File: src/rtl/if_id_pkg.sv
// Shared widths, opcodes, instruction field positions and controller states
// for the fetch-side steering logic in the ID stage.
package if_id_pkg;

    localparam int IW = 20;
    localparam int AW = 8;

    localparam logic [3:0] OP_JMP  = 4'hE;
    localparam logic [3:0] OP_HALT = 4'hF;

    localparam int OPC_MSB = 19;
    localparam int OPC_LSB = 16;
    localparam int RD_MSB  = 15;
    localparam int RD_LSB  = 12;
    localparam int RS1_MSB = 11;
    localparam int RS1_LSB = 8;
    localparam int RS2_MSB = 7;
    localparam int RS2_LSB = 4;
    localparam int IMM_MSB = 7;
    localparam int IMM_LSB = 0;

    typedef enum logic [1:0] {
        BOOT   = 2'd0,
        RUN    = 2'd1,
        HALTED = 2'd2
    } fetch_state_t;

endpackage

File: src/rtl/id_squash_counter.sv
// Saturating count of fetched slots thrown away by stalls, jumps and HALT.
module id_squash_counter #(
    parameter int CNT_W = 16
) (
    input  logic             clkwire,
    input  logic             rstwire,
    input  logic             inc,
    output logic [CNT_W-1:0] count
);

    always_ff @(posedge clkwire or posedge rstwire) begin
        if (rstwire) begin
            count <= '0;
        end else if (inc && (count != {CNT_W{1'b1}})) begin
            count <= count + CNT_W'(1);
        end
    end

endmodule

File: src/rtl/id_fetch_ctrl.sv
// IF/ID register plus the controller that steers fetch through its jump
// inputs: boot vector, unconditional jumps, stall replay and HALT parking.
import if_id_pkg::*;

module id_fetch_ctrl #(
    parameter int          IW           = if_id_pkg::IW,
    parameter int          AW           = if_id_pkg::AW,
    parameter logic [AW-1:0] RESET_VECTOR = '0,
    parameter int          CNT_W        = 16
) (
    input  logic             clkwire,
    input  logic             rstwire,
    input  logic [IW-1:0]    instructionwire,
    input  logic [AW-1:0]    npc,
    input  logic             stall_in,
    output logic             jump_selector,
    output logic [AW-1:0]    jump_address,
    output logic             id_valid,
    output logic [IW-1:0]    id_instruction,
    output logic [AW-1:0]    id_pc,
    output logic [3:0]       id_opcode,
    output logic [3:0]       id_rd,
    output logic [3:0]       id_rs1,
    output logic [3:0]       id_rs2,
    output logic [7:0]       id_imm,
    output logic             halted,
    output logic [CNT_W-1:0] squash_count
);

    fetch_state_t  state;
    fetch_state_t  state_nxt;
    logic [AW-1:0] id_npc;
    logic [AW-1:0] halt_pc;
    logic          id_load;
    logic          id_bubble;
    logic          halt_capture;
    logic          squash_inc;

    assign id_opcode = id_instruction[OPC_MSB:OPC_LSB];
    assign id_rd     = id_instruction[RD_MSB:RD_LSB];
    assign id_rs1    = id_instruction[RS1_MSB:RS1_LSB];
    assign id_rs2    = id_instruction[RS2_MSB:RS2_LSB];
    assign id_imm    = id_instruction[IMM_MSB:IMM_LSB];
    assign id_pc     = id_npc - AW'(1);
    assign halted    = (state == HALTED);

    // Steering depends only on registered state and stall_in, never on the
    // word fetch is presenting, so there is no combinational loop via fetch.
    always_comb begin
        state_nxt     = state;
        jump_selector = 1'b0;
        jump_address  = '0;
        id_load       = 1'b0;
        id_bubble     = 1'b0;
        halt_capture  = 1'b0;
        squash_inc    = 1'b0;
        case (state)
            BOOT: begin
                jump_selector = 1'b1;
                jump_address  = RESET_VECTOR;
                id_bubble     = 1'b1;
                state_nxt     = RUN;
            end
            RUN: begin
                if (id_valid && stall_in) begin
                    jump_selector = 1'b1;
                    jump_address  = id_npc;
                    squash_inc    = 1'b1;
                end else if (id_valid && (id_opcode == OP_JMP)) begin
                    jump_selector = 1'b1;
                    jump_address  = AW'(id_imm);
                    id_bubble     = 1'b1;
                    squash_inc    = 1'b1;
                end else if (id_valid && (id_opcode == OP_HALT)) begin
                    jump_selector = 1'b1;
                    jump_address  = id_pc;
                    halt_capture  = 1'b1;
                    id_bubble     = 1'b1;
                    squash_inc    = 1'b1;
                    state_nxt     = HALTED;
                end else begin
                    id_load = 1'b1;
                end
            end
            HALTED: begin
                jump_selector = 1'b1;
                jump_address  = halt_pc;
            end
            default: begin
                state_nxt = BOOT;
            end
        endcase
    end

    always_ff @(posedge clkwire or posedge rstwire) begin
        if (rstwire) begin
            state          <= BOOT;
            id_valid       <= 1'b0;
            id_instruction <= '0;
            id_npc         <= '0;
            halt_pc        <= '0;
        end else begin
            state <= state_nxt;
            if (id_bubble) begin
                id_valid <= 1'b0;
            end else if (id_load) begin
                id_valid       <= 1'b1;
                id_instruction <= instructionwire;
                id_npc         <= npc;
            end
            if (halt_capture) begin
                halt_pc <= id_pc;
            end
        end
    end

    id_squash_counter #(
        .CNT_W(CNT_W)
    ) u_squash (
        .clkwire (clkwire),
        .rstwire (rstwire),
        .inc     (squash_inc),
        .count   (squash_count)
    );

endmodule

File: config.mk
export PLATFORM = sky130hd
export DESIGN_NAME = id_fetch_ctrl
export DESIGN_NICKNAME = d
export VERILOG_FILES = /design/src/rtl/if_id_pkg.sv /design/src/rtl/id_squash_counter.sv /design/src/rtl/id_fetch_ctrl.sv
export SDC_FILE = /design/constraint.sdc
export NUM_CORES = 1
export LEC_CHECK = 0
export CAP_MARGIN = 10
export CORE_AREA = 2 2 116 118
export DETAILED_ROUTE_END_ITERATION = 10
export DIE_AREA = 0 0 118 120
export DONT_BUFFER_PORTS = 1
export GPL_ROUTABILITY_DRIVEN = 0
export GPL_TIMING_DRIVEN = 0
export PLACE_DENSITY = 0.46
export SKIP_CTS_REPAIR_TIMING = 1
export SLEW_MARGIN = 20
export SYNTH_ARGS = -nofsm -noshare
export SYNTH_HDL_FRONTEND = slang
export SYNTH_HIERARCHICAL = 1
export SYNTH_SLANG_ARGS = --single-unit
File: constraint.sdc
create_clock -name clkwire -period 2.1 [get_ports clkwire]
set_input_delay 0.42 -clock clkwire [delete_from_list [all_inputs] [get_ports clkwire]]
set_output_delay 0.42 -clock clkwire [all_outputs]
set_load 0.005 [all_outputs]
Word-level counts from Yosys, hierarchy flattened. Index checks and enable logic that the tools add are counted.

Eq/ne operators: 8. Reductions and logical operators: 9. Add/subtract/negate cells: 2. Mux-type cells: 24. Bitwise operators: 2.

Operators with widths (count): $mux W8 (3); $add A16 B1 Y16 const B (1); $ne A16 B16 Y1 const B (1); $pmux W8 S2 (1); $mux W1 (14); $eq A4 B4 Y1 const B (2); $sub A8 B1 Y8 const B (1); $mux W2 (3); $ne A2 B2 Y1 const B (3); $pmux W2 S3 (1); $logic_and A1 B1 Y1 (4); $pmux W1 S2 (2); $reduce_and A4 Y1 (1); $eq A2 B1 Y1 const B (1); $eq A2 B2 Y1 const B (1); $logic_not A2 Y1 (1); $not A1 Y1 (2); $reduce_and A2 Y1 (1); $reduce_bool A2 Y1 (1); $reduce_or A2 Y1 (1).

Register bits after elaboration: 55. Output and inout port bits: 79.

Longest topological paths before layout.
Word-level depth: 8. Gate-level depth with buffers: 9.

By module. The synthesis kept the hierarchy.

Modules (own cells, without submodules): id_fetch_ctrl (instances 1, area each 2358.5 um2, cells an instance 213); id_squash_counter (instances 1, area each 805.8 um2, cells an instance 71).

Worst setup path before layout. Ideal clock, no wire load.

Kind: reg2reg. From: register state[1]. To: register u_squash.count[14]. Buffers on the path: 1. Stages on the path, launching flop included: 10. Required time: 1.975 ns. Setup time: 0.125 ns. Setup slack: -0.166 ns. Data arrival time: 2.141 ns. Cells stage by stage: dfrtp_1 -> inv_1 -> ha_1 -> clkbuf_1 -> inv_1 -> a21oi_1 -> and4_1 -> nand3_1 -> nor2_1 -> mux2_2.

Word-level cells in the longest chain between the ends: 3.

RTL lines: from (decl) (RTL line id_fetch_ctrl.sv:30) `fetch_state_t state;`; from (signal assigned) (RTL line id_fetch_ctrl.sv:103) `state <= state_nxt;`; $eq A2 B1 Y1 (RTL line id_fetch_ctrl.sv:57) `case (state)`; $mux W1 (RTL line id_fetch_ctrl.sv:57); net squash_inc (RTL line id_fetch_ctrl.sv:37) `logic squash_inc;`; $logic_and A1 B1 Y1 (RTL line id_squash_counter.sv:14) `end else if (inc && (count != {CNT_W{1'b1}})) begin`; to (signal assigned) (RTL line id_squash_counter.sv:15) `count <= count + CNT_W'(1);`; to (decl) (RTL line id_squash_counter.sv:8) `output logic [CNT_W-1:0] count`.

The timed path passes the listed nets, and every way through them passes these cells. A chain may end at the register's enable or synchronous reset.

Worst setup path after layout.
From: register id_npc[2]. To: output jump_address[5].

Word-level cells in the longest chain between the ends: 5.

RTL lines: from (decl) (RTL line id_fetch_ctrl.sv:32) `logic [AW-1:0] id_npc;`; from (signal assigned) (RTL line id_fetch_ctrl.sv:109) `id_npc <= npc;`; $sub A8 B1 Y8 (RTL line id_fetch_ctrl.sv:44) `assign id_pc = id_npc - AW'(1);`; $mux W8 (RTL line id_fetch_ctrl.sv:74) `end else if (id_valid && (id_opcode == OP_HALT)) begin`; $mux W8 (RTL line id_fetch_ctrl.sv:69) `end else if (id_valid && (id_opcode == OP_JMP)) begin`; $mux W8 (RTL line id_fetch_ctrl.sv:65) `if (id_valid && stall_in) begin`; $pmux W8 S2 (RTL line id_fetch_ctrl.sv:57); to (decl) (RTL line id_fetch_ctrl.sv:17) `output logic [AW-1:0] jump_address,`.

No other way between the ends.

==> impl_metrics.yaml <==
timing:
  report.final.hold_viol_count: 0
  worst_slew_pin_slew_ns: 0.642
  rsz0062_at_grt: "true"
  fin_skew_ns: 0.00930
  slew_headroom_pct: 57.1
  slew_viol_final: 0
  final.setup.worst_slack_ns: -0.313
  max_freq_mhz: 414
  post-route-period-util_pct: 115
  finalCriticalPeriod_ns: 2.41
  report.final.setup_viol: 8
yosys:
  synth-async-reset-ratio_pct: 100
  syn-mean-instance-area_um2: 11.1
  synth_top_area_share_pct: 43.5
  edff_count_synth: 0
  yosys_register_bits: 55
  post_synth_num_cell_types: 51
  gate_count_after_technology_mapping: 284
  synth-main-ff-cell: "sky130_fd_sc_hd__dfrtp_1"
  syn-num-nets: 321
  ys_warn_count: 6
  netlist_area_um2: 3160
  portion_of_the_post_synthesis_area_used_by_sequential_elements_pct: 43.5
  synth.area.top_cells: "sky130_fd_sc_hd__dfrtp_1, sky130_fd_sc_hd__mux2_4, sky130_fd_sc_hd__buf_4"
  synthDominantAreaCellType: "sky130_fd_sc_hd__dfrtp_1"
status:
  violations: "negative setup slack"
  run_status: "complete, but fails checks"
final_layout:
  post_layout_nonfiller_instances: 497
  commonest_cells_after_routing_fill_and_taps_aside: "sky130_fd_sc_hd__dfrtp_1, sky130_fd_sc_hd__buf_4, sky130_fd_sc_hd__mux2_4"
  num-fill-cells: 1363
  finish.utilization_pct: 31.9
  area.sequential_um2: 1390
  flow.area_growth_from_synthesis_pct: 31.0
  drive_above_1_share_pct: 50.8
  multi_input_area_um2: 1750
  mostFrequentLayoutCell: "sky130_fd_sc_hd__dfrtp_1"
  finish.net_count: 357
  num_antenna_cells: 0
setup_path:
  critical_path_class: "register to primary output"
  reg2regPathDepth: 10
  largest_stage_delay_on_the_critical_path_ns: 0.58
  worstSetupEndpoint: "jump_address[5]"
  worst_setup_path_end_kind: "primary output"
  worstPathRequired_ns: 1.68
  crit_chain: "or4_4 -> or3_4 -> and3_4 -> o22ai_4"
  rr_startpoint: "state[1]"
  cp.depth: 4
  cp_data_arrival_time_ns: 1.99
  critPathLaunchType: "register"
  critical_path_peak_fanout: 5
  rrSetupSlack_ns: 0.07
  cp_slowest_cell: "sky130_fd_sc_hd__or4_4"
  worstPathBufferInverterCount: 0
  crit_family: "simple AND/OR/NAND/NOR gates"
  worst_r2r_endpoint: "u_squash/count[14]"
  timing.critical_path.from: "id_npc[2]"
clock_tree:
  cts_tree: "done"
  cts.htree.levels: 2
  worstSkewPairLatency_ns: 0.31
  cts_root_buf: "sky130_fd_sc_hd__clkbuf_16"
  cts-root-to-sink-buffers: 2
  numCtsBuffers: 5
  clk_pin_slew_ns: 0.08
  cts_sinks: 55
die:
  fp-row-count: 42
  initial_utilization_pct: 24.4
  design.die.area_um2: 14200
  die_w_um: 118
  dieHeight_um: 120
  design.portCount: 110
  coreArea_um2: 13000
placement:
  post-place-cells: 461
  io_buffer_count: 0
  detailedPlacementHpwl_um: 5830
route:
  finalWirelength_um: 8450
  num_vias: 2298
  detail_route.iter0.violations: 82
  via_per_inst: 4.62
  drc: 0
  drt.antenna.violating_nets: 0
  detail_route.first_pass.iterations: 4
  post_drt_wl_per_cell_um: 17.0
power_and_ir_drop:
  power.density_cell_area_nw_per_um2: 1460
  power.leakage_nw: 1.79
  worst_ir_drop_vdd_mv: 0.584
global_route:
  grt_pass1_vias: 2218
  antenna_violations_before_repair: 0
  globalRouteTotalUtil_pct: 11.1
  grt_max_degree: 29
  wire_length_of_the_first_global_routing_pass_um: 12200
  gr-total-overflow: 0
worst_hold_path:
  min_path_type: "input pin to async pin"
flow_run:
  drv.max_cap_violation_count: 0
synthesized netlist by cell type, types with 2 or more instances:
cell type and instances:
sky130_fd_sc_hd__ha_1 6, sky130_fd_sc_hd__inv_1 13, sky130_fd_sc_hd__nand3b_1 2, sky130_fd_sc_hd__nand2_1 23, sky130_fd_sc_hd__and4_1 4, sky130_fd_sc_hd__nor4_4 2
sky130_fd_sc_hd__buf_4 24, sky130_fd_sc_hd__and2_1 2, sky130_fd_sc_hd__nor3b_1 2, sky130_fd_sc_hd__xnor2_1 14, sky130_fd_sc_hd__nand4_1 6, sky130_fd_sc_hd__nand3_1 10
sky130_fd_sc_hd__a21oi_1 9, sky130_fd_sc_hd__mux2i_1 2, sky130_fd_sc_hd__mux2_2 16, sky130_fd_sc_hd__mux2_4 20, sky130_fd_sc_hd__a2111oi_0 2, sky130_fd_sc_hd__nand2b_1 3
sky130_fd_sc_hd__a32oi_1 3, sky130_fd_sc_hd__a211o_1 3, sky130_fd_sc_hd__clkbuf_1 5, sky130_fd_sc_hd__buf_12 2, sky130_fd_sc_hd__nor2_1 11, sky130_fd_sc_hd__o21ai_0 14
sky130_fd_sc_hd__or3_1 2, sky130_fd_sc_hd__dfrtp_1 55, sky130_fd_sc_hd__and3_1 5
worst min-delay path by stage:
stage | from | end | cells past startpoint
floorplan | rstwire | u_squash/count[0] | 1
global placement | rstwire | u_squash/count[12] | 1
detailed placement | rstwire | id_instruction[17] | 1
CTS | rstwire | id_npc[6] | 1
global route | rstwire | u_squash/count[3] | 1
finish | rstwire | u_squash/count[3] | 1
worst register-to-register path: cells and delay by family, from the launching register on:
family	cells	cell delay, ns
flops	1	0.44
compound gates	1	0.15
simple gates	3	0.44
fa+ha+maj	1	0.17
mux	1	0.33
buf+inv	4	0.40
layout make-up:
type | instances | area share [%]
buffer | 33 | 6.97
clock buffer | 6 | 3.35
clock inverter | 2 | 0.392
inverter | 13 | 1.39
multi-input combinational | 183 | 42.3
sequential | 55 | 33.5
tap | 176 | 5.31
timing repair buffer | 29 | 6.76
power by group:
group | total (W) | internal, W | switching (W)
Clock | 0.000906 | 0.000479 | 0.000427
Sequential | 0.00212 | 0.00150 | 0.000626
Combinational | 0.00301 | 0.00174 | 0.00127
Total | 0.00604 | 0.00371 | 0.00232
through the flow:
stage / total power [W] / setup TNS [ns] / hold WS (ns) / area (um2) / setup slack, ns
floorplan: 0.00381 / 0 / 0.334 / 3170 / 0.0415
global placement: 0.00433 / -2.30 / 0.430 / 3390 / -0.472
detailed placement: 0.00437 / -2.65 / 0.268 / 3410 / -0.520
CTS: 0.00531 / -6.81 / -0.0767 / 3560 / -0.879
global route: 0.00644 / -2.25 / 0.132 / 4150 / -0.384
finish: 0.00604 / -1.40 / 0.0786 / 4150 / -0.313
cell families (layout without fill, tap and decap cells):
| logic type | after synthesis | after routing | synth area share (%) |
|---|---|---|---|
| mux | 38 | 38 | 15.8 |
| xor+xnor | 15 | 15 | 4.15 |
| flops | 55 | 55 | 43.5 |
| buf+inv | 46 | 83 | 9.61 |
| simple gates | 81 | 81 | 15.4 |
| compound gates | 43 | 43 | 9.14 |
| fa+ha+maj | 6 | 6 | 2.37 |
sequential cells by signal (all words and copies together), names as in the netlist:
| register | cells |
|---|---|
| id_npc | 8 |
| id_instruction | 20 |
| state | 2 |
| u_squash/count | 16 |
| id_valid | 1 |
| halt_pc | 8 |
per-layer routing:
layer  wire [um]  track usage, %
met2        4180            18.0
met1        3530            13.5
met4          59            2.26
met3         679            5.47
met5           0               0
No activity file was read; power rests on OpenSTA's default activity.
